File: src/rtl/gated_pipe_stage_pkg.sv
// Shared types and default widths for the gated pipe stage.
package gated_pipe_stage_pkg;

  localparam int PKG_DATA_W = 8;
  localparam int PKG_CNT_W  = 16;

  typedef struct packed {
    logic                  pred;
    logic [PKG_DATA_W-1:0] data;
  } beat_t;

  localparam logic [PKG_CNT_W-1:0] CNT_MAX = '1;

endpackage

File: src/rtl/br_gate_buf.sv
// Single-bit gate cell; kept as its own instance so synthesis does not fold the gate away.
module br_gate_buf (
  input  logic i_a,
  input  logic i_en,
  output logic o_y
);

  assign o_y = i_a & i_en;

endmodule

File: src/rtl/gated_pipe_gate.sv
// Combinational data gate: every bit is ANDed with the predicate through a br_gate_buf cell.
module gated_pipe_gate #(
  parameter int DATA_W = 8
) (
  input  logic              i_pred,
  input  logic [DATA_W-1:0] i_data,
  output logic [DATA_W-1:0] o_data
);

  for (genvar g = 0; g < DATA_W; g++) begin : g_bit
    br_gate_buf u_buf (
      .i_a  (i_data[g]),
      .i_en (i_pred),
      .o_y  (o_data[g])
    );
  end

endmodule

File: src/rtl/gated_pipe_stage.sv
// Elastic two-stage valid/ready pipeline that gates data by predicate and counts gated-off beats.
// Optional protocol assertions are enabled with GATED_PIPE_STAGE_ASSERT_EN.
module gated_pipe_stage
  import gated_pipe_stage_pkg::*;
#(
  parameter int DATA_W = $bits(beat_t) - 1,
  parameter int CNT_W  = $bits(CNT_MAX)
) (
  input  logic              clk,
  input  logic              rst,
  input  logic              in_valid,
  output logic              in_ready,
  input  logic              in_pred,
  input  logic [DATA_W-1:0] in_data,
  output logic              out_valid,
  input  logic              out_ready,
  output logic              out_pred,
  output logic [DATA_W-1:0] out_data,
  output logic [CNT_W-1:0]  gated_cnt
);

  typedef struct packed {
    logic              valid;
    logic              pred;
    logic [DATA_W-1:0] data;
  } stage_t;

  localparam logic [CNT_W-1:0] L_CNT_MAX = '1;

  stage_t            r_s0;
  stage_t            r_s1;
  logic [CNT_W-1:0]  r_cnt;
  logic              w_s0_ready;
  logic              w_s1_ready;
  logic              w_in_hs;
  logic [DATA_W-1:0] w_gated;

  assign w_s1_ready = !r_s1.valid || out_ready;
  assign w_s0_ready = !r_s0.valid || w_s1_ready;
  // Report ready while in reset so upstream sees an empty stage; capture is still blocked by rst.
  assign in_ready   = rst || w_s0_ready;
  assign w_in_hs    = in_valid && w_s0_ready;

  gated_pipe_gate #(
    .DATA_W (DATA_W)
  ) u_gate (
    .i_pred (r_s0.pred),
    .i_data (r_s0.data),
    .o_data (w_gated)
  );

  always_ff @(posedge clk) begin
    if (rst) begin
      r_s0  <= '0;
      r_s1  <= '0;
      r_cnt <= '0;
    end else begin
      if (w_in_hs) begin
        r_s0 <= '{valid: 1'b1, pred: in_pred, data: in_data};
      end else if (w_s1_ready) begin
        r_s0.valid <= 1'b0;
      end

      if (r_s0.valid && w_s1_ready) begin
        r_s1 <= '{valid: 1'b1, pred: r_s0.pred, data: w_gated};
      end else if (out_ready) begin
        r_s1.valid <= 1'b0;
      end

      if (w_in_hs && !in_pred && (r_cnt != L_CNT_MAX)) begin
        r_cnt <= r_cnt + 1'b1;
      end
    end
  end

  assign out_valid = r_s1.valid;
  assign out_pred  = r_s1.pred;
  assign out_data  = r_s1.data;
  assign gated_cnt = r_cnt;

`ifdef GATED_PIPE_STAGE_ASSERT_EN
  a_out_stable: assert property (@(posedge clk) disable iff (rst)
    (out_valid && !out_ready) |=> ($stable(out_valid) && $stable(out_pred) && $stable(out_data)));

  a_in_hold: assert property (@(posedge clk) disable iff (rst)
    (in_valid && !in_ready) |=> in_valid);

  a_gated_zero: assert property (@(posedge clk) disable iff (rst)
    (out_valid && !out_pred) |-> (out_data == '0));
`else
  // Assertions are not elaborated in this build.
`endif

endmodule
File: config.mk
export PLATFORM = sky130hd
export DESIGN_NAME = gated_pipe_stage
export DESIGN_NICKNAME = d
export VERILOG_FILES = /design/src/rtl/gated_pipe_stage_pkg.sv /design/src/rtl/br_gate_buf.sv /design/src/rtl/gated_pipe_gate.sv /design/src/rtl/gated_pipe_stage.sv
export SDC_FILE = /design/constraint.sdc
export NUM_CORES = 1
export LEC_CHECK = 0
export ABC_AREA = 0
export BUFFER_PORTS_ARGS = -buffer_cell sky130_fd_sc_hd__buf_2
export CORE_MARGIN = 1
export CORE_UTILIZATION = 50
export CTS_BUF_LIST = sky130_fd_sc_hd__clkbuf_8
export DETAILED_ROUTE_END_ITERATION = 12
export HOLD_SLACK_MARGIN = 0.08
export PLACE_DENSITY_LB_ADDON = 0.08
export SYNTH_ARGS = -nofsm -noshare
export SYNTH_HDL_FRONTEND = slang
export SYNTH_HIERARCHICAL = 1
export SYNTH_SLANG_ARGS = --single-unit
File: constraint.sdc
create_clock -name clk -period 2.6 [get_ports clk]
set_input_delay 0.26 -clock clk [delete_from_list [all_inputs] [get_ports clk]]
set_output_delay 0.26 -clock clk [all_outputs]
set_load 0.01 [all_outputs]
==> qor.csv, run 1 <==
stage,metric,value,unit
worst_setup_path,crit path DAT,2.32,ns
global_route,vias in the first global route,1396,
global_route,largest net degree at the start of global routing,43,
floorplan,core area,0.00308,sq mm
worst_setup_path,CP max stage delay,0.73,ns
routing,vias,1549,
yosys,share of the synthesized area in the top cell type,43.7,%
worst_setup_path,"Req. time, crit path",2.77,ns
yosys,Unique masters post-synth,35,
worst_setup_path,"critical path, cell by cell",nand4_1 > nor4_2 > a2111oi_0 > mux2_2,
yosys,async set-or-reset flop fraction in the synthesized netlist,0,%
worst_setup_path,slowest CP cell,nor4_2,
global_route,initial antenna violation count,0,
floorplan,die width,59.4,um
routing,first drt pass iteration count,4,
timing,worst-margin pin slew,0.730,ns
worst_setup_path,critical path's top delay family,simple AND/OR/NAND/NOR gates,
routing,# DRC,0,
yosys,"EDFF count, synth",0,
pwr,Net Sw Frac,21.6,%
placement,dpl cells,272,
cts,clock sinks,36,
cts,H-tree Lvls,2,
yosys,Yosys warnings,6,
cts,CTS tree,done,
yosys,Mapped Nets,208,
placement,Final Wtd Congestion,0.816,
timing,worst setup margin,0.456,ns
timing,max-slew violation count,0,
yosys,ranking of synthesized cells by area,"dfxtp_1 44%, mux2i_1 6.1%, a21oi_1 5.5%",
cts,clock latency on the worst-skew pair,0.28,ns
pwr,Int Pwr,0.872,mW
pwr,combinational fraction of design power,5.9,%
pwr,worst vdd ir,0.416,mV
timing,Sum Neg Setup Slack,0,ns
yosys,post-synthesis sequential area ratio,43.7,%
hold_path,Hold Crit Class,primary input to flop,
layout,"Design Area, Final",0.00200,sq mm
pwr,Cell Pwr Density,557,mW/mm^2
cts,root buf cell,clkbuf_8,
yosys,largest area contributor in the synthesized netlist,dfxtp_1,
floorplan,die area,0.00353,sq mm
placement,dpl hpwl,2530,um
pwr,Net Switching,0.241,mW
timing,clock skew,0.00858,ns
yosys,synthesized area per cell,8.49,sq um
yosys,Post-synth top cells,"36 x dfxtp_1, 18 x a21oi_1, 18 x nor2_1",
placement,Post-Place Worst Slack,0.525,ns
worst_setup_path,Buf/Inv on CP,0,
global_route,GRT overflow,0,
run_status,status,"complete, no violations",
layout,layout cells sized above 1,24.2,%
worst_setup_path,CP Launch Type,flop,
routing,DRT iter0 DRCs,110,
yosys,Yosys reg bits,36,
pwr,sequential share of power,51.6,%
floorplan,Ports,40,
timing,post-layout min period,2.14,ns
floorplan,Rows,20,
timing,Highest Clock Rate,466,MHz
pwr,Clock power frac,42.5,%
cts,PostCTS Resize Cnt,0,
cts,Clock Pin Slew Worst Setup and Hold Paths,0.07,ns
timing,"Hold Violations, Final",0,
worst_setup_path,Max Fanout on Critical Path,9,
yosys,Syn Std Cell Area,0.00165,sq mm
routing,drt total wl,3630,um
routing,mean routed wirelength per cell,12.9,um
layout,count of non-filler cells in the finished layout,280,
routing,vias per cell,5.53,
routing,final antenna-violating net count,0,
pwr,Pleak,0.856,nW
floorplan,Initial Utilization,53.5,%
yosys,dominant synthesized flop cell,dfxtp_1,
yosys,most frequent cell after synthesis,dfxtp_1,
timing,Slew HR,50.9,%
global_route,gr usage total,22.7,%
cts,Hold Buf Count CTS,0,
cts,CTS Buf Count,5,
layout,area delta synth->final,21.2,%
layout,final core occ,64.9,%
cts,CTS max path bufs,2,
worst_setup_path,kind of critical path,flop to flop,
layout,nets,249,
timing,Tcrit/Tclk final,82.4,%
timing,RSZ-0062 raised after global routing,no,
global_route,first-pass GRT wire length,6070,um
flow_run,Max-cap violations,0,
layout,diode count,0,
yosys,Cells after Synth,194,
timing,Final setup violation count,0,
placement,placed instance area,0.00189,sq mm
placement,I/O Buffers,39,
floorplan,die height,59.4,um
cts,Post-CTS Setup Bufs,0,
worst_setup_path,Setup crit end kind,flop,
-- cells by family after synthesis --
kind of cell,count (synthesis),synth area share [%]
simple gates,95,31.2
flops,36,43.7
compound gates,35,12.5
mux,14,8.81
buf+inv,13,3.04
fa+ha+maj,1,0.759
-- flip-flops by register name, summed over array words and instances (netlist names) --
name       count
out_valid      1
gated_cnt     16
out_pred       1
r_s0          10
out_data       8
-- per-layer routing --
| metal | up-vias | wire length [um] | global-route usage, % |
|---|---|---|---|
| li1 | 777 | - | - |
| met1 | 715 | 1700 | 29.3 |
| met2 | 50 | 1680 | 37.1 |
| met3 | 7 | 200 | 3.93 |
| met4 | 0 | 43 | 9.52 |
| met5 | - | 0 | 0 |
-- worst min-delay path: stages --
cell	delay (ns)
buf_2	0.09
nand3_1	0.05
a21oi_1	0.05
-- layout by cell type, fill, tap and decap left out, types with 2 or more instances in the layout --
master and instances:
a211oi_1 3, o31ai_1 4, clkbuf_8 5, mux2i_1 10, buf_2 39, nand4b_1 2, dfxtp_1 36, and3_1 2
nor4_1 2, nor2_1 18, a21oi_1 18, o21ai_0 5, nand4_1 2, and2_1 8, mux2_2 4, or3_1 2
nand2b_1 2, nand2_1 17, nor2b_1 5, nand3_1 16, or4_1 5, a31oi_1 3, buf_4 3, nor3_1 6
inv_1 6, nor4b_1 2
-- through the flow --
| stage | total power [mW] | hold slack, ns |
|---|---|---|
| floorplan | 0.628 | 0.407 |
| global placement | 0.649 | 0.439 |
| detailed placement | 0.652 | 0.442 |
| CTS | 1.12 | 0.218 |
| global route | 1.17 | 0.225 |
| finish | 1.11 | 0.219 |
-- final timing paths --
check	start	endpoint	slack [ns]	cells after the start
hold / removal	in_data[5]	r_s0[5]	0.22	3
hold reg to reg	r_s0[2]	r_s0[2]	0.45	2
setup reg to reg	gated_cnt[9]	gated_cnt[7]	0.46	4
setup / recovery	gated_cnt[9]	gated_cnt[7]	0.46	4
-- layout make-up --
type / instances / area [sq um]
Tap cell: 44 / 55.1
Fill cell: 292 / 1080
Sequential cell: 36 / 721
Clock buffer: 5 / 68.8
Inverter: 5 / 18.8
Multi-Input combinational cell: 145 / 877
Timing Repair Buffer: 42 / 218
Clock inverter: 3 / 38.8
-- power by group through the flow --
stage | Sequential [mW] | Combinational, mW | Clock [mW]
after floorplan | 0.586 | 0.0415 | 0
after global placement | 0.586 | 0.0630 | 0
after detailed placement | 0.587 | 0.0656 | 0
after CTS | 0.574 | 0.0660 | 0.481
after global routing | 0.576 | 0.0738 | 0.515
final | 0.574 | 0.0657 | 0.473
Note: power is estimated with default switching activity, not from simulation.
==> inputs of run 2 (changes only) <==
- ABC_AREA: 0 -> 1
- clock period: 2.6 -> 2.2 ns (I/O delays scaled with it)
==> run 2 against run 1 <==
Die area increased by 7.0%. Critical endpoint is now gated_cnt[1]. Register-to-register slack better by 0.22 ns. Routed wire length decreased by 3.1%. Critical path type unchanged. Clock power is 18% higher. Largest cell class unchanged. Synthesized cell count rose by 29%. Non-clock buffer count down 2.
==> qor.csv, run 2 <==
stage,metric,value,unit
run_status,status,"complete, no violations",
floorplan,die height,61.4,um
worst_setup_path,Setup crit end kind,flop,
routing,vias,1581,
cts,Post-CTS Setup Bufs,0,
pwr,Pleak,0.997,nW
placement,I/O Buffers,39,
routing,final antenna-violating net count,0,
cts,Clock Pin Slew Worst Setup and Hold Paths,0.07,ns
global_route,vias in the first global route,1217,
worst_setup_path,slowest CP cell,dfxtp_1,
yosys,share of the synthesized area in the top cell type,40.8,%
yosys,Cells after Synth,250,
yosys,ranking of synthesized cells by area,"dfxtp_1 41%, nor2_1 14%, nand2_1 8.7%",
placement,Final Wtd Congestion,0.895,
routing,vias per cell,4.68,
timing,Final setup violation count,0,
yosys,Unique masters post-synth,29,
worst_setup_path,"Req. time, crit path",2.37,ns
cts,CTS tree,done,
cts,clock sinks,36,
routing,# DRC,0,
timing,"Hold Violations, Final",0,
cts,PostCTS Resize Cnt,0,
global_route,largest net degree at the start of global routing,18,
global_route,gr usage total,20.8,%
timing,worst-margin pin slew,0.432,ns
layout,diode count,0,
placement,dpl cells,330,
floorplan,core area,0.00336,sq mm
layout,fillcell total,339,
global_route,initial antenna violation count,0,
yosys,async set-or-reset flop fraction in the synthesized netlist,0,%
worst_setup_path,crit path DAT,1.70,ns
yosys,Syn Std Cell Area,0.00177,sq mm
worst_setup_path,Max Fanout on Critical Path,9,
timing,Tcrit/Tclk final,69.4,%
yosys,combinational family with the most area after synthesis,simple AND/OR/NAND/NOR gates,
yosys,Mapped Nets,264,
worst_setup_path,kind of critical path,flop to flop,
yosys,Post-synth top cells,"68 x nor2_1, 41 x nand2_1, 36 x dfxtp_1",
timing,Highest Clock Rate,655,MHz
layout,Largest register FFs,16,
global_route,GRT overflow,0,
layout,Multi-input gate area,935,sq um
worst_setup_path,"critical path, cell by cell",ha_1 > inv_1 > nor2_4 > nand2_4 > nor2_8 > nor2_2 > o21ai_1 > nor2_1,
cts,CTS Buf Count,5,
layout,Register Area,721,sq um
yosys,largest area contributor in the synthesized netlist,dfxtp_1,
cts,clock latency on the worst-skew pair,0.29,ns
global_route,first-pass GRT wire length,5640,um
layout,"commonest cells after routing, fill and taps aside","68 x nor2_1, 41 x nand2_1, 39 x buf_2",
cts,H-tree Lvls,2,
yosys,Post-Synth Adder-Cell Area,0.708,%
floorplan,Rows,21,
yosys,"EDFF count, synth",0,
layout,layout cells sized above 1,25.3,%
routing,first drt pass iteration count,4,
floorplan,die area,0.00377,sq mm
timing,post-layout min period,1.53,ns
floorplan,Ports,40,
layout,count of non-filler cells in the finished layout,338,
yosys,Synth Area in XOR/XNOR,0.992,%
flow_run,Max-cap violations,0,
layout,"most common cell after layout, fill and taps aside",nor2_1,
layout,"Design Area, Final",0.00210,sq mm
worst_setup_path,CP Launch Type,flop,
timing,Sum Neg Setup Slack,0,ns
timing,clock skew,0.0109,ns
yosys,multiplexer share of the synthesized area,0,%
placement,placed instance area,0.00199,sq mm
layout,nets,305,
cts,CTS max path bufs,2,
cts,root buf cell,clkbuf_8,
yosys,post-synthesis sequential area ratio,40.8,%
layout,area delta synth->final,18.8,%
pwr,Cell Pwr Density,652,mW/mm^2
floorplan,die width,61.4,um
pwr,worst vdd ir,0.506,mV
timing,RSZ-0062 raised after global routing,no,
hold_path,Hold Crit Class,primary input to flop,
yosys,Yosys reg bits,36,
timing,max-slew violation count,0,
yosys,post-synthesis simple-gate area fraction,40.1,%
yosys,dominant synthesized flop cell,dfxtp_1,
worst_setup_path,CP max stage delay,0.39,ns
routing,mean routed wirelength per cell,10.4,um
timing,Slew HR,71.2,%
yosys,post-synthesis compound-gate area fraction,11.1,%
placement,dpl hpwl,2560,um
yosys,synthesized area per cell,7.07,sq um
cts,Hold Buf Count CTS,0,
yosys,most frequent cell after synthesis,nor2_1,
yosys,Yosys warnings,6,
routing,drt total wl,3510,um
routing,DRT iter0 DRCs,79,
floorplan,Initial Utilization,52.5,%
[run 2: cell count changes after synthesis, moves of 9 or more]
| cell | change |
|---|---|
| mux2i_1 | -10 |
| a21oi_1 | -9 |
| inv_1 | +11 |
| nand2_1 | +24 |
| nor2_1 | +50 |
| o21ai_0 | +16 |
[run 2: final timing paths]
kind,slack [ns],endpoint,depth (start not counted),from
hold reg to reg,0.47,out_pred,2,out_pred
hold / removal,0.18,r_s0[3],3,in_data[3]
setup / recovery,0.67,gated_cnt[1],8,gated_cnt[0]
setup reg to reg,0.67,gated_cnt[1],8,gated_cnt[0]
[run 2: worst max-delay path: cells and delay by family, from the launching register on]
| kind | cells | cell delay, ns |
|---|---|---|
| DFF | 1 | 0.39 |
| adders and majority gates | 1 | 0.21 |
| AOI/OAI and AO/OA | 1 | 0.13 |
| buffers and inverters | 1 | 0.08 |
| and+or+nand+nor | 5 | 0.62 |
[run 2: cell families (layout without fill, tap and decap cells)]
group	after synthesis	in the layout
flops	36	36
xor+xnor	2	2
simple gates	149	149
compound gates	37	37
fa+ha+maj	1	1
buf+inv	25	67
[run 2: per-stage QoR]
step           hold slack, ns  power (mW)  worst slack, ns  util, %
3_3_place_gp            0.457       0.824            0.674     59.2
2_1_floorplan           0.289       0.786            0.741        -
3_5_place_dp            0.467       0.826            0.680     59.2
4_1_cts                 0.175        1.39            0.664     62.4
5_1_grt                 0.180        1.43            0.477     62.4
6_report                0.183        1.37            0.673     62.4
[run 2: power breakdown]
part           switching (mW)  total (mW)  internal [mW]  leakage (nW)
clock                   0.229       0.560          0.332        0.0593
sequential             0.0184       0.698          0.679         0.295
combinational          0.0673       0.111         0.0442         0.643
total                   0.314        1.37           1.06         0.997
[run 2: cell type report]
type	count	area share, %
timing repair buffer	40	9.65
multi-input combinational	189	44.5
sequential	36	34.3
tap	46	2.74
clock buffer	5	3.28
inverter	19	3.64
clock inverter	3	1.85
[run 2: metal layers]
metal	wire [um]	global-route usage (%)	vias up
li1	-	-	872
met1	1910	31.4	670
met2	1400	27.3	35
met3	146	4.41	4
met4	56	10.5	0
met5	0	0	-
==> inputs of run 3 (changes only) <==
- ABC_AREA: 1 -> 0
- clock period: 2.2 -> 1.5 ns (I/O delays scaled with it)
==> run 3 against run 2 <==
The run now ends with setup timing left. Cell count down 1.5%. Worst hold slack lost 0.068 ns. Fmax decreased by 13%. Highest routed layer unchanged. Clock power grew 53%. Count of clock-buffer cells in the layout stayed put. Total power increased by 48%. Largest cell class unchanged. Clock skew decreased by 0.0022 ns.
==> qor.csv, run 3 (synthesis gave the netlist of run 1 again) <==
stage,metric,value,unit
run_status,status,finished with violations,
run_status,failing checks,setup timing,
layout,fillcell total,155,
cts,CTS Buf Count,5,
routing,first drt pass iteration count,6,
layout,"most common cell after layout, fill and taps aside",buf_4,
routing,vias per cell,5.99,
timing,"Hold Violations, Final",0,
worst_setup_path,CP Launch Type,flop,
timing,worst-margin pin slew,0.593,ns
worst_setup_path,CP max stage delay,0.53,ns
timing,RSZ-0062 raised after global routing,yes,
timing,Slew HR,60.5,%
global_route,first-pass GRT wire length,7820,um
placement,placed instance area,0.00224,sq mm
global_route,GRT overflow,0,
cts,H-tree Lvls,2,
worst_setup_path,reg-to-reg setup timing slack,-0.25,ns
worst_setup_path,kind of critical path,flop to flop,
worst_setup_path,CP startpoint,out_valid,
worst_setup_path,slowest CP cell,or4_4,
layout,"commonest cells after routing, fill and taps aside","42 x buf_4, 39 x buf_2, 23 x dfxtp_1",
routing,mean routed wirelength per cell,17.9,um
worst_setup_path,"Req. time, crit path",1.71,ns
layout,area delta synth->final,62.9,%
floorplan,core area,0.00308,sq mm
timing,Tcrit/Tclk final,116,%
cts,CTS tree,done,
cts,Hold Buf Count CTS,0,
hold_path,worst hold path startpoint,in_data[7],
global_route,gr usage total,30.0,%
cts,CTS max path bufs,2,
routing,vias,1996,
cts,Clock Pin Slew Worst Setup and Hold Paths,0.08,ns
timing,worst setup margin,-0.246,ns
global_route,initial antenna violation count,0,
timing,Sum Neg Setup Slack,-1.87,ns
routing,DRT iter0 DRCs,136,
cts,root buf cell,clkbuf_8,
pwr,Pleak,1.20,nW
worst_setup_path,critical path's top delay family,simple AND/OR/NAND/NOR gates,
placement,dpl hpwl,3060,um
layout,layout cells sized above 1,51.6,%
routing,final antenna-violating net count,0,
pwr,Cell Pwr Density,753,mW/mm^2
layout,Largest register FFs,16,
worst_setup_path,Buf/Inv on CP,1,
worst_setup_path,"critical path, cell by cell",and3b_2 > or4_4 > buf_4 > o31a_2 > nor3_2,
floorplan,Ports,40,
routing,# DRC,0,
cts,clock latency on the worst-skew pair,0.29,ns
layout,diode count,0,
floorplan,die width,59.4,um
worst_setup_path,crit path DAT,1.95,ns
placement,Final Wtd Congestion,0.786,
timing,Final setup violation count,15,
floorplan,Rows,20,
worst_setup_path,reg2reg start,out_valid,
placement,I/O Buffers,39,
pwr,worst vdd ir,0.826,mV
worst_setup_path,Setup crit end kind,flop,
hold_path,Hold Crit Class,primary input to flop,
timing,post-layout min period,1.75,ns
routing,drt total wl,5980,um
layout,"Design Area, Final",0.00269,sq mm
timing,Highest Clock Rate,573,MHz
layout,nets,302,
layout,final core occ,87.2,%
cts,clock sinks,36,
timing,clock skew,0.00868,ns
timing,max-slew violation count,0,
worst_setup_path,Max Fanout on Critical Path,6,
pwr,Tot Pwr,2.02,mW
floorplan,Initial Utilization,53.5,%
global_route,vias in the first global route,1688,
global_route,largest net degree at the start of global routing,31,
floorplan,die area,0.00353,sq mm
floorplan,die height,59.4,um
flow_run,Max-cap violations,0,
## run 3: changes by cell type in the layout (fill, tap and decap cells not counted), moves of 9 or more
cell     before  now
buf_4         1   42
buf_6         0   14
dfxtp_1      36   23
dfxtp_2       0    9
inv_1        17    5
mux2i_1       0   10
nand2_1      41   14
nor2_1       68   18
o21ai_0      21    5
## run 3: worst paths after layout
check	to	cells past startpoint
setup / recovery	gated_cnt[15]	5
hold / removal	r_s0[7]	3
setup reg to reg	gated_cnt[15]	5
hold reg to reg	r_s0[5]	2
## run 3: power breakdown
group / total [mW] / internal, mW / leakage (nW) / switching [mW]
clock network: 0.855 / 0.492 / 0.0541 / 0.363
logic: 0.180 / 0.0810 / 0.842 / 0.0992
registers: 0.986 / 0.971 / 0.300 / 0.0157
## run 3: layout make-up
type / count / area [sq um] / area share (%)
Clock buffer: 5 / 68.8 / 2.56
Clock inverter: 3 / 42.5 / 1.58
Multi-Input combinational cell: 145 / 1080 / 40.4
Timing Repair Buffer: 95 / 668 / 24.9
Tap cell: 44 / 55.1 / 2.05
Inverter: 5 / 18.8 / 0.699
Sequential cell: 36 / 747 / 27.8
## run 3: through the flow
stage / setup WS [ns] / hold WS [ns] / std cells
finish: -0.246 / 0.115 / 333
global route: -0.274 / 0.121 / 333
CTS: -0.291 / 0.113 / 321
detailed placement: -0.276 / 0.416 / 310
global placement: -0.236 / 0.403 / 310
floorplan: -0.325 / 0.297 / 194
## run 3: layer usage
layer	up-vias	global-route usage, %	wire length, um	part of all wire, %
li1	886	-	-	-
met1	937	37.9	2320	39
met2	141	49.6	2900	49
met3	32	7.21	526	8.8
met4	0	10.5	231	3.9
met5	-	0	0	0
## run 3: tightest hold or removal path, cell delays in order
cell,delay [ns]
buf_2,0.09
nand3_1,0.05
a21oi_1,0.06
## run 3: what timing repair did
item	4_1_cts	5_1_grt
setup buffers	3	12
resized for setup	26	21
pin swaps	13	12
endpoints found under the setup margin	13	17
